--- src/rtl/calc_key_sequencer.sv ---
// Keypad sequencer for the calculator: loads operands/operator, launches the ALU, flags the result.
// Optional build macro CALC_CHAIN_EN: an operator key after a result reuses alu_result as operand A.
module calc_key_sequencer #(
    parameter int EXEC_CYCLES = 3,
    parameter int CNT_W       = 4
) (
    input  logic       clk,
    input  logic       reset,
    input  logic       key_valid,
    input  logic [3:0] key_code,
    input  logic [3:0] alu_result,
    output logic       a_en,
    output logic       b_en,
    output logic       op_en,
    output logic [3:0] reg_d,
    output logic [1:0] op_d,
    output logic       alu_start,
    output logic       result_valid,
    output logic       err,
    output logic [2:0] state_o
);

    localparam logic [2:0] S_A    = 3'd0;
    localparam logic [2:0] S_OP   = 3'd1;
    localparam logic [2:0] S_B    = 3'd2;
    localparam logic [2:0] S_EQ   = 3'd3;
    localparam logic [2:0] S_EXEC = 3'd4;
    localparam logic [2:0] S_DONE = 3'd5;

    logic [2:0]       state;
    logic [CNT_W-1:0] cnt;
    logic             is_digit;
    logic             is_op;
    logic             is_eq;
    logic             is_clr;
    logic [1:0]       op_code;

    assign is_digit = key_valid && (key_code <= 4'd9);
    assign is_op    = key_valid && (key_code >= 4'd10) && (key_code <= 4'd13);
    assign is_eq    = key_valid && (key_code == 4'd14);
    assign is_clr   = key_valid && (key_code == 4'd15);
    // Operator keys 10..13 map to 0..3; the low two bits plus 2 give key_code-10 modulo 4.
    assign op_code  = key_code[1:0] + 2'd2;
    assign state_o  = state;

`ifndef CALC_CHAIN_EN
    logic unused_alu;
    assign unused_alu = ^alu_result;
`endif

    always_ff @(posedge clk or posedge reset) begin
        if (reset) begin
            state        <= S_A;
            cnt          <= '0;
            a_en         <= 1'b0;
            b_en         <= 1'b0;
            op_en        <= 1'b0;
            alu_start    <= 1'b0;
            err          <= 1'b0;
            result_valid <= 1'b0;
            reg_d        <= 4'd0;
            op_d         <= 2'd0;
        end else begin
            a_en      <= 1'b0;
            b_en      <= 1'b0;
            op_en     <= 1'b0;
            alu_start <= 1'b0;
            err       <= 1'b0;
            if (is_clr) begin
                a_en         <= 1'b1;
                b_en         <= 1'b1;
                op_en        <= 1'b1;
                reg_d        <= 4'd0;
                op_d         <= 2'd0;
                result_valid <= 1'b0;
                cnt          <= '0;
                state        <= S_A;
            end else begin
                case (state)
                    S_A: begin
                        if (is_digit) begin
                            a_en  <= 1'b1;
                            reg_d <= key_code;
                            state <= S_OP;
                        end else if (is_op || is_eq) begin
                            err <= 1'b1;
                        end
                    end
                    S_OP: begin
                        if (is_op) begin
                            op_en <= 1'b1;
                            op_d  <= op_code;
                            state <= S_B;
                        end else if (is_digit) begin
                            a_en  <= 1'b1;
                            reg_d <= key_code;
                        end else if (is_eq) begin
                            err <= 1'b1;
                        end
                    end
                    S_B: begin
                        if (is_digit) begin
                            b_en  <= 1'b1;
                            reg_d <= key_code;
                            state <= S_EQ;
                        end else if (is_op) begin
                            op_en <= 1'b1;
                            op_d  <= op_code;
                        end else if (is_eq) begin
                            err <= 1'b1;
                        end
                    end
                    S_EQ: begin
                        if (is_eq) begin
                            alu_start <= 1'b1;
                            cnt       <= CNT_W'(EXEC_CYCLES - 1);
                            state     <= S_EXEC;
                        end else if (is_digit) begin
                            b_en  <= 1'b1;
                            reg_d <= key_code;
                        end else if (is_op) begin
                            err <= 1'b1;
                        end
                    end
                    S_EXEC: begin
                        // Non-clear keys are deliberately dropped while the ALU is busy.
                        if (cnt == '0) begin
                            result_valid <= 1'b1;
                            state        <= S_DONE;
                        end else begin
                            cnt <= cnt - CNT_W'(1);
                        end
                    end
                    S_DONE: begin
                        if (is_digit) begin
                            result_valid <= 1'b0;
                            a_en         <= 1'b1;
                            reg_d        <= key_code;
                            state        <= S_OP;
                        end else if (is_op) begin
`ifdef CALC_CHAIN_EN
                            result_valid <= 1'b0;
                            a_en         <= 1'b1;
                            reg_d        <= alu_result;
                            op_en        <= 1'b1;
                            op_d         <= op_code;
                            state        <= S_B;
`else
                            err <= 1'b1;
`endif
                        end
                    end
                    default: begin
                        state <= S_A;
                    end
                endcase
            end
        end
    end

endmodule
--- config.mk ---
export PLATFORM = sky130hd
export DESIGN_NAME = calc_key_sequencer
export DESIGN_NICKNAME = d
export VERILOG_FILES = /design/src/rtl/calc_key_sequencer.sv
export SDC_FILE = /design/constraint.sdc
export NUM_CORES = 1
export LEC_CHECK = 0
export ABC_AREA = 1
export CORE_UTILIZATION = 34
export DETAILED_ROUTE_END_ITERATION = 16
export PLACE_DENSITY = 0.64
export SYNTH_ARGS = -nofsm -noshare
export SYNTH_HDL_FRONTEND = slang
export SYNTH_SLANG_ARGS = --single-unit
--- constraint.sdc ---
create_clock -name clk -period 3.4 [get_ports clk]
set_input_delay 1.02 -clock clk [delete_from_list [all_inputs] [get_ports clk]]
set_output_delay 1.02 -clock clk [all_outputs]
set_load 0.01 [all_outputs]
==> results of run 1 <==
where the power goes:
part	switching, W	leakage [nW]	internal [W]
clock network	0.0000682	0.0150	0.0000456
logic	0.000337	0.441	0.000273
registers	0.0000709	0.245	0.000311
sequential cells by signal, indices dropped and copies added (netlist names):
register	flops
a_en	1
alu_start	1
b_en	1
cnt	4
err	1
op_d	2
op_en	1
reg_d	4
result_valid	1
state_o	3
per-layer routing:
layer  GRT usage (%)  vias to the layer above
met5               0                        -
met4            7.14                        0
met3            1.34                        2
met2            23.0                       25
met1            19.2                      434
li1                -                      480
worst min path at each step:
stage / cells after the start / slack, ns / endpoint / startpoint
3_5_place_dp: 2 / 0.46 / reg_d[0]$_DFFE_PP0P_ / reg_d[0]$_DFFE_PP0P_
6_report: 2 / 0.48 / reg_d[0]$_DFFE_PP0P_ / reg_d[0]$_DFFE_PP0P_
2_1_floorplan: 1 / 0.46 / cnt[0]$_DFFE_PP0P_ / cnt[0]$_DFFE_PP0P_
5_1_grt: 2 / 0.54 / reg_d[3]$_DFFE_PP0P_ / reg_d[3]$_DFFE_PP0P_
3_3_place_gp: 2 / 0.46 / reg_d[0]$_DFFE_PP0P_ / reg_d[0]$_DFFE_PP0P_
4_1_cts: 2 / 0.49 / reg_d[0]$_DFFE_PP0P_ / reg_d[0]$_DFFE_PP0P_
area by class of cell:
type | instances | share of cell area (%)
Clock buffer | 4 | 1.96
Sequential cell | 19 | 35.5
Timing Repair Buffer | 21 | 15.7
Inverter | 21 | 5.88
Multi-Input combinational cell | 95 | 37.1
Tap cell | 42 | 3.92
kinds of logic (layout without fill, tap and decap cells):
| logic type | Yosys count | in the layout | share of synthesized area (%) |
|---|---|---|---|
| adders and majority gates | 1 | 1 | 1.17 |
| buffers and inverters | 23 | 46 | 9.12 |
| xor gates and xnor gates | 2 | 2 | 1.64 |
| AOI/OAI and AO/OA | 15 | 15 | 9.00 |
| and+or+nand+nor | 77 | 77 | 34.6 |
| DFF | 19 | 19 | 44.4 |
synthesized netlist by cell type, drive strengths merged:
master	n	area share [%]
o21bai	2	1.4
nand3	15	8.7
nor2	11	5.5
nand4	1	0.59
o22ai	2	1.2
xnor2	1	0.82
o21ai	7	4.0
inv	21	7.4
dfrtp	19	44
nand2	49	19
ha	1	1.2
buf	2	1.8
o221ai	1	0.82
xor2	1	0.82
and3	1	0.59
a21oi	1	0.47
a31oi	2	1.2
per-stage QoR:
stage / setup WS (ns) / hold WS, ns
finish: 0.955 / 0.481
CTS: 0.929 / 0.487
detailed placement: 0.861 / 0.459
global placement: 0.858 / 0.458
floorplan: 1.61 / 0.458
global route: 0.885 / 0.537
==> impl_metrics.tcl, run 1 <==
set metrics [dict create \
    place_inst 198 \
    die_h_um 58.1 \
    synth.distinct_cells 26 \
    cts-root-buf "clkbuf_4" \
    final_common_cell "nand2_1" \
    irDropWorstVdd_uv 399 \
    power_density_mw_per_mm2 825 \
    routed_wl_mm 2.12 \
    syn_to_final_growth_pct 25.3 \
    status "finished clean" \
    r2r_start "state_o[1]$_DFFE_PP0P_" \
    antenna_found_initial 0 \
    placed_cell_area_mm2 0.00131 \
    hold_class "reg -> reg" \
    synth_area_per_cell_um2 7.81 \
    r2r_cells 8 \
    skew_ns 0.00893 \
    ff2ff_setup_slack_ns 1.96 \
    register_area_um2 475 \
    cts_tree "built" \
    fin_setup_tns_ns 0 \
    h-tree-depth 1 \
    yosysWarnings 0 \
    critPathMaxStageDelay_ns 0.60 \
    cts_setup_buffers 0 \
    crit_buf_inv 1 \
    layout.nets 173 \
    grt_max_degree 20 \
    place.gp.congestion 0.827 \
    grt_pass1_wl_mm 3.71 \
    syn_nets 149 \
    min_period_over_period_pct 71.9 \
    yosysSeqAreaShare_pct 44.4 \
    die-area_mm2 0.00337 \
    syn_inst 137 \
    wl_met1_mm 1.01 \
    drt_iter0_drc 26 \
    antenna_left 0 \
    syn-cell-area_mm2 0.00107 \
    crit_chain "clkdlybuf4s50_1" \
    endpoint "state_o[2]" \
    crit_type "reg -> out" \
    post_drt_wl_per_cell_um 10.5 \
    cts-resized-gates 0 \
    period_needed_ns 2.45 \
    critPathSlowestCell "clkdlybuf4s50_1" \
    required_ns 2.38 \
    start_util_pct 37.2 \
    critPathCaptureType "output pin" \
    core-area_mm2 0.00288 \
    ctsHoldBuffers 0 \
    dr_wl_met2_um 991 \
    report.final.slew_viol_count 0 \
    r2r-end "cnt[1]$_DFFE_PP0P_" \
    final_cell_count_no_fill 202 \
    dp_hpwl_mm 1.67 \
    drive_above_1_share_pct 9.38 \
    fin_util_pct 46.6 \
    max_freq_mhz 409 \
    worst_setup_hold_path_clk_slew_ns 0.11 \
    cts_num_sinks 19 \
    cp.arrival_ns 1.43 \
    grt_pass1_vias 868 \
    finalInstanceArea_mm2 0.00134 \
    tightest_slew_ns 0.733 \
    cp.depth 1 \
    cap_viol_max_count 0 \
    final_cell_mix "nand2_1 (44), inv_1 (21), clkdlybuf4s50_1 (21), dfrtp_1 (19), nand3_1 (13)" \
    grt_overflow 0 \
    slew-limit-headroom_pct 51.1 \
    numPortBuffers 21 \
    drc 0 \
    track_usage_pct 14.3 \
    clk-insertion-delay-late_ns 0.29 \
    vias 941 \
    finalPower_w 0.00111 \
    finalSetupViolCount 0 \
    synth-seq-cells 19 \
    critPathLaunch "state_o[2]$_DFFE_PP0P_" \
    final_hold_viol_count 0 \
    n_antenna_cell 0 \
    p_leak_nw 0.700 \
    io_pins 26 \
    clock_path_buffers 2 \
    top_layer "met4" \
    critPathMaxFanout 9 \
    multiInputGateArea_um2 497 \
    start_kind "flip-flop" \
    nFillCells 294 \
    cpLargestDelayFamily "buffers and inverters" \
    die_w_um 58.1 \
    num_rows 19 \
    rsz0062_at_grt "false" \
    drtPass1Iterations 4 \
    viasPerCell 4.66 \
    met3_length_um 88 \
    cts_made_buffers 3 \
]
(Power assumes the default switching activity.)
==> run 2: changes to the inputs <==
--- a/config.mk
+++ b/config.mk
@@ -8,7 +8,7 @@
 export ABC_AREA = 1
 export CORE_UTILIZATION = 34
 export DETAILED_ROUTE_END_ITERATION = 16
-export PLACE_DENSITY = 0.64
+export PLACE_DENSITY = 0.67
 export SYNTH_ARGS = -nofsm -noshare
 export SYNTH_HDL_FRONTEND = slang
 export SYNTH_SLANG_ARGS = --single-unit
==> constraint.sdc (replaced) <==
create_clock -name clk -period 2.2 [get_ports clk]
set_input_delay 0.66 -clock clk [delete_from_list [all_inputs] [get_ports clk]]
set_output_delay 0.66 -clock clk [all_outputs]
set_load 0.01 [all_outputs]
==> impl_metrics.tcl, run 2 (synthesis gave the netlist of run 1 again) <==
set metrics [dict create \
    r2r-end "cnt[1]$_DFFE_PP0P_" \
    cts-root-buf "clkbuf_4" \
    start_util_pct 37.2 \
    p_clk_share_pct 10.5 \
    vias 955 \
    crit_chain "clkdlybuf4s50_1" \
    cts_num_sinks 19 \
    r2r_start "state_o[1]$_DFFE_PP0P_" \
    met1_usage_pct 20.0 \
    min_path_cells 2 \
    hold_class "reg -> reg" \
    syn_to_final_growth_pct 27.5 \
    layout.nets 176 \
    critPathSlowestCell "clkdlybuf4s50_1" \
    routed_wl_mm 2.18 \
    post_drt_wl_per_cell_um 10.6 \
    irDropWorstVdd_uv 645 \
    h-tree-depth 1 \
    grt_pass1_vias 921 \
    crit_type "reg -> out" \
    numPortBuffers 21 \
    clk-insertion-delay-late_ns 0.31 \
    io_pins 26 \
    intPower_w 0.000974 \
    critPathMaxFanout 9 \
    final_cell_mix "nand2_1 (44), inv_1 (21), clkdlybuf4s50_1 (21), dfrtp_1 (19), nand3_1 (13)" \
    n_antenna_cell 0 \
    tightest_slew_ns 0.330 \
    gr-usage-met2_pct 24.0 \
    antenna_left 0 \
    final_hold_viol_count 0 \
    p_leak_nw 0.717 \
    core-area_mm2 0.00288 \
    cts_made_buffers 3 \
    skew_ns 0.00507 \
    die_w_um 58.1 \
    busiest_layer "met2" \
    finalInstanceArea_mm2 0.00136 \
    die-area_mm2 0.00337 \
    r2r_cells 8 \
    final_common_cell "nand2_1" \
    num_rows 19 \
    drc 0 \
    comb_power_share_pct 55.1 \
    track_usage_pct 15.1 \
    min_period_over_period_pct 96.4 \
    period_needed_ns 2.12 \
    critPathCaptureType "output pin" \
    grt_use_met3_pct 1.79 \
    max_freq_mhz 471 \
    dp_hpwl_mm 1.73 \
    critPathMaxStageDelay_ns 0.60 \
    placed_cell_area_mm2 0.00134 \
    grt_pass1_wl_mm 3.91 \
    cpLargestDelayFamily "buffers and inverters" \
    required_ns 1.54 \
    cap_viol_max_count 0 \
    cts_setup_buffers 0 \
    grt_overflow 0 \
    p_seq_share_pct 34.4 \
    cts-resized-gates 0 \
    die_h_um 58.1 \
    drtPass1Iterations 4 \
    slew-limit-headroom_pct 78.0 \
    drt_iter0_drc 34 \
    viasPerCell 4.66 \
    fin_setup_tns_ns 0 \
    drive_above_1_share_pct 11.7 \
    nFillCells 279 \
    ctsHoldBuffers 0 \
    status "finished clean" \
    cts_tree "built" \
    finalPower_w 0.00172 \
    cp.arrival_ns 1.46 \
    antenna_found_initial 0 \
    grt_max_degree 20 \
    start_kind "flip-flop" \
    ff2ff_setup_slack_ns 0.81 \
    min_from "reg_d[0]$_DFFE_PP0P_" \
    clock_path_buffers 2 \
    worst_setup_hold_path_clk_slew_ns 0.11 \
    power.switching_w 0.000749 \
    power_density_mw_per_mm2 1260 \
    p_sw_share_pct 43.5 \
    crit_buf_inv 1 \
    rsz0062_at_grt "false" \
    report.final.slew_viol_count 0 \
    fin_util_pct 47.4 \
    holdPathEnd "reg_d[0]$_DFFE_PP0P_" \
    finalSetupViolCount 0 \
    place.gp.congestion 0.844 \
]
run 2: final cells by class:
cell class | instances | area (µm²) | area share (%)
multi-input combinational | 95 | 497 | 36.4
clock buffer | 3 | 22.5 | 1.65
timing repair buffer | 24 | 233 | 17.1
inverter | 21 | 78.8 | 5.78
clock inverter | 1 | 5.00 | 0.367
tap | 42 | 52.6 | 3.85
sequential | 19 | 475 | 34.9
run 2: power by group through the flow:
| stage | clock network [W] | registers, W | logic, W |
|---|---|---|---|
| floorplan | 0 | 0.000611 | 0.000626 |
| global route | 0.000204 | 0.000610 | 0.00107 |
| CTS | 0.000187 | 0.000591 | 0.000959 |
| global placement | 0 | 0.000593 | 0.000927 |
| finish | 0.000181 | 0.000592 | 0.000950 |
| detailed placement | 0 | 0.000599 | 0.000951 |
run 2: through the flow:
stage | cells | worst slack (ns) | hold slack [ns]
after floorplan | 137 | 0.771 | 0.458
after global placement | 201 | 0.109 | 0.461
after detailed placement | 201 | 0.0788 | 0.474
after CTS | 205 | 0.0794 | 0.499
after global routing | 205 | 0.0212 | 0.510
final | 205 | 0.0790 | 0.491
run 2: worst max-delay path by stage:
stage | startpoint | end | depth (start not counted)
finish | state_o[2]$_DFFE_PP0P_ | state_o[2] | 1
global route | state_o[2]$_DFFE_PP0P_ | state_o[2] | 1
CTS | state_o[2]$_DFFE_PP0P_ | state_o[2] | 1
detailed placement | key_code[3] | reg_d[2]$_DFFE_PP0P_ | 7
global placement | key_code[2] | state_o[1]$_DFFE_PP0P_ | 8
floorplan | key_valid | state_o[0]$_DFFE_PP0P_ | 7
run 2: routing by layer:
layer	vias to the layer above	wire length (µm)
met5	-	0
met3	7	64
met4	0	57
met2	21	1060
met1	443	998
li1	484	-
==> run 3: changes to the inputs <==
--- a/config.mk
+++ b/config.mk
@@ -5,7 +5,6 @@
 export SDC_FILE = /design/constraint.sdc
 export NUM_CORES = 1
 export LEC_CHECK = 0
-export ABC_AREA = 1
 export CORE_UTILIZATION = 34
 export DETAILED_ROUTE_END_ITERATION = 16
 export PLACE_DENSITY = 0.67
==> constraint.sdc (replaced) <==
create_clock -name clk -period 2.2 [get_ports clk]
set_input_delay 0.33 -clock clk [delete_from_list [all_inputs] [get_ports clk]]
set_output_delay 0.33 -clock clk [all_outputs]
set_load 0.01 [all_outputs]
==> impl_metrics.tcl, run 3 <==
set metrics [dict create \
    status "finished clean" \
    critPathMaxFanout 15 \
    p_seq_share_pct 41.9 \
    ys.flop_type "dfrtp_1" \
    cts_setup_buffers 0 \
    cp.depth 1 \
    syn_inst 111 \
    nFillCells 280 \
    intPower_w 0.000854 \
    skew_ns 0.00377 \
    r2r_cells 6 \
    synthTopCellsByCount "dfrtp_1 (19), a21oi_1 (7), inv_1 (7), nor2_1 (7)" \
    cts_made_buffers 3 \
    drtPass1Iterations 4 \
    cpLargestDelayFamily "flip-flops" \
    grt_pass1_vias 893 \
    slew-limit-headroom_pct 51.6 \
    cts_num_sinks 19 \
    num_rows 19 \
    track_usage_pct 16.9 \
    synth-seq-cells 19 \
    cp.arrival_ns 1.60 \
    clk-insertion-delay-late_ns 0.30 \
    register_area_um2 475 \
    numPortBuffers 21 \
    synthArstFlopShare_pct 100 \
    p_leak_nw 0.614 \
    post_drt_wl_per_cell_um 13.9 \
    drive_above_1_share_pct 12.9 \
    rsz0062_at_grt "false" \
    min_period_over_period_pct 87.9 \
    endpoint "state_o[2]" \
    io_pins 26 \
    n_antenna_cell 0 \
    antenna_found_initial 0 \
    crit_buf_inv 1 \
    clock_path_buffers 2 \
    r2r-end "result_valid$_DFFE_PP0P_" \
    p_clk_share_pct 13.4 \
    multiInputGateArea_um2 532 \
    synth_edf_count 0 \
    start_util_pct 37.2 \
    critPathSlowestCell "dfrtp_1" \
    yosysSeqAreaShare_pct 44.4 \
    core-area_mm2 0.00288 \
    layout.nets 152 \
    crit_chain "clkdlybuf4s50_1" \
    power.switching_w 0.000527 \
    hold_class "in -> async" \
    yosys-top-cells-area "dfrtp_1 (44%), a22o_1 (4.1%), a21oi_1 (3.3%)" \
    max_freq_mhz 517 \
    grt_pass1_wl_mm 4.35 \
    crit_type "reg -> out" \
    power_density_mw_per_mm2 988 \
    die_w_um 58.1 \
    antenna_left 0 \
    cts-resized-gates 0 \
    cts-root-buf "clkbuf_4" \
    required_ns 1.87 \
    period_needed_ns 1.93 \
    vias 933 \
    routed_wl_mm 2.51 \
    worst_setup_hold_path_clk_slew_ns 0.12 \
    finalSetupViolCount 0 \
    r2r_start "cnt[0]$_DFFE_PP0P_" \
    final_cell_mix "clkdlybuf4s50_1 (21), dfrtp_1 (19), buf_4 (10)" \
    synth_most_common_cell "dfrtp_1" \
    ctsHoldBuffers 0 \
    critPathCaptureType "output pin" \
    critPathMaxStageDelay_ns 0.66 \
    syn_to_final_growth_pct 30.8 \
    dp_hpwl_mm 1.88 \
    final_hold_viol_count 0 \
    grt_overflow 0 \
    synth_area_per_cell_um2 9.64 \
    cap_viol_max_count 0 \
    worst_hold_slack_ns 0.432 \
    grt_max_degree 20 \
    syn_nets 123 \
    die-area_mm2 0.00337 \
    tightest_slew_ns 0.725 \
    fin_setup_tns_ns 0 \
    synth.distinct_cells 39 \
    comb_power_share_pct 44.8 \
    syn-cell-area_mm2 0.00107 \
    yosysWarnings 0 \
    p_sw_share_pct 38.2 \
    drt_iter0_drc 29 \
    synth_top_area_cell "dfrtp_1" \
    critPathLaunch "state_o[2]$_DFFE_PP0P_" \
    start_kind "flip-flop" \
    synth_top_area_share_pct 44.4 \
    report.final.slew_viol_count 0 \
    irDropWorstVdd_uv 371 \
    drc 0 \
    ff2ff_setup_slack_ns 0.36 \
    cts_tree "built" \
    h-tree-depth 1 \
    viasPerCell 5.15 \
    die_h_um 58.1 \
    final_common_cell "clkdlybuf4s50_1" \
    place.gp.congestion 0.861 \
]
run 3: cell count changes in the layout (fill, tap and decap cells not counted), moves of 4 or more:
cell / before / now
nor3_1: 0 / 4
nand3_1: 13 / 4
buf_4: 3 / 10
a21oi_1: 1 / 7
a22o_1: 0 / 5
nand2_1: 44 / 4
inv_1: 21 / 7
run 3: final cells by class:
cell class / count / share of cell area [%]
multi-input combinational: 78 / 38.0
sequential: 19 / 34.0
timing repair buffer: 31 / 20.4
tap: 42 / 3.76
inverter: 7 / 1.88
clock buffer: 3 / 1.61
clock inverter: 1 / 0.358
run 3: cell families (layout without fill, tap and decap cells):
group / count (synthesis) / after routing / synth area share [%]
xor gates and xnor gates: 4 / 4 / 3.28
muxes: 3 / 3 / 3.27
and+or+nand+nor: 33 / 33 / 17.0
AOI/OAI and AO/OA: 37 / 37 / 25.0
buffers and inverters: 14 / 42 / 5.85
adders and majority gates: 1 / 1 / 1.17
DFF: 19 / 19 / 44.4
run 3: power by group through the flow:
stage | clock [W] | combinational [W] | sequential, W
after floorplan | 0 | 0.000399 | 0.000560
after global placement | 0 | 0.000608 | 0.000577
after detailed placement | 0 | 0.000618 | 0.000582
after CTS | 0.000191 | 0.000619 | 0.000577
after global routing | 0.000204 | 0.000692 | 0.000602
final | 0.000185 | 0.000618 | 0.000579
run 3: worst min path at each step:
stage | startpoint | end | slack (ns) | cells after the start
after floorplan | reset | a_en$_DFF_PP0_ | 0.28 | 1
after global placement | reg_d[1]$_DFFE_PP0P_ | reg_d[1]$_DFFE_PP0P_ | 0.48 | 1
after detailed placement | reg_d[0]$_DFFE_PP0P_ | reg_d[0]$_DFFE_PP0P_ | 0.49 | 1
after CTS | reset | op_d[0]$_DFFE_PP0P_ | 0.47 | 2
after global routing | reset | a_en$_DFF_PP0_ | 0.53 | 2
final | reset | b_en$_DFF_PP0_ | 0.43 | 2
run 3: per-layer routing:
metal / wire [µm] / track usage [%] / vias up
met1: 1210 / 22.7 / 438
met4: 21 / 4.42 / 0
met3: 101 / 4.24 / 2
met2: 1180 / 27.3 / 24
met5: 0 / 0 / -
li1: - / - / 469
run 3: metrics by stage:
step	std cells	utilization (%)	instance area, µm²	total power (W)	setup WS (ns)
floorplan	111	-	1070	0.000958	0.470
global placement	177	47.7	1370	0.00118	0.178
detailed placement	177	47.7	1370	0.00120	0.160
CTS	181	48.6	1400	0.00139	0.269
global route	181	48.6	1400	0.00150	0.181
finish	181	48.6	1400	0.00138	0.267
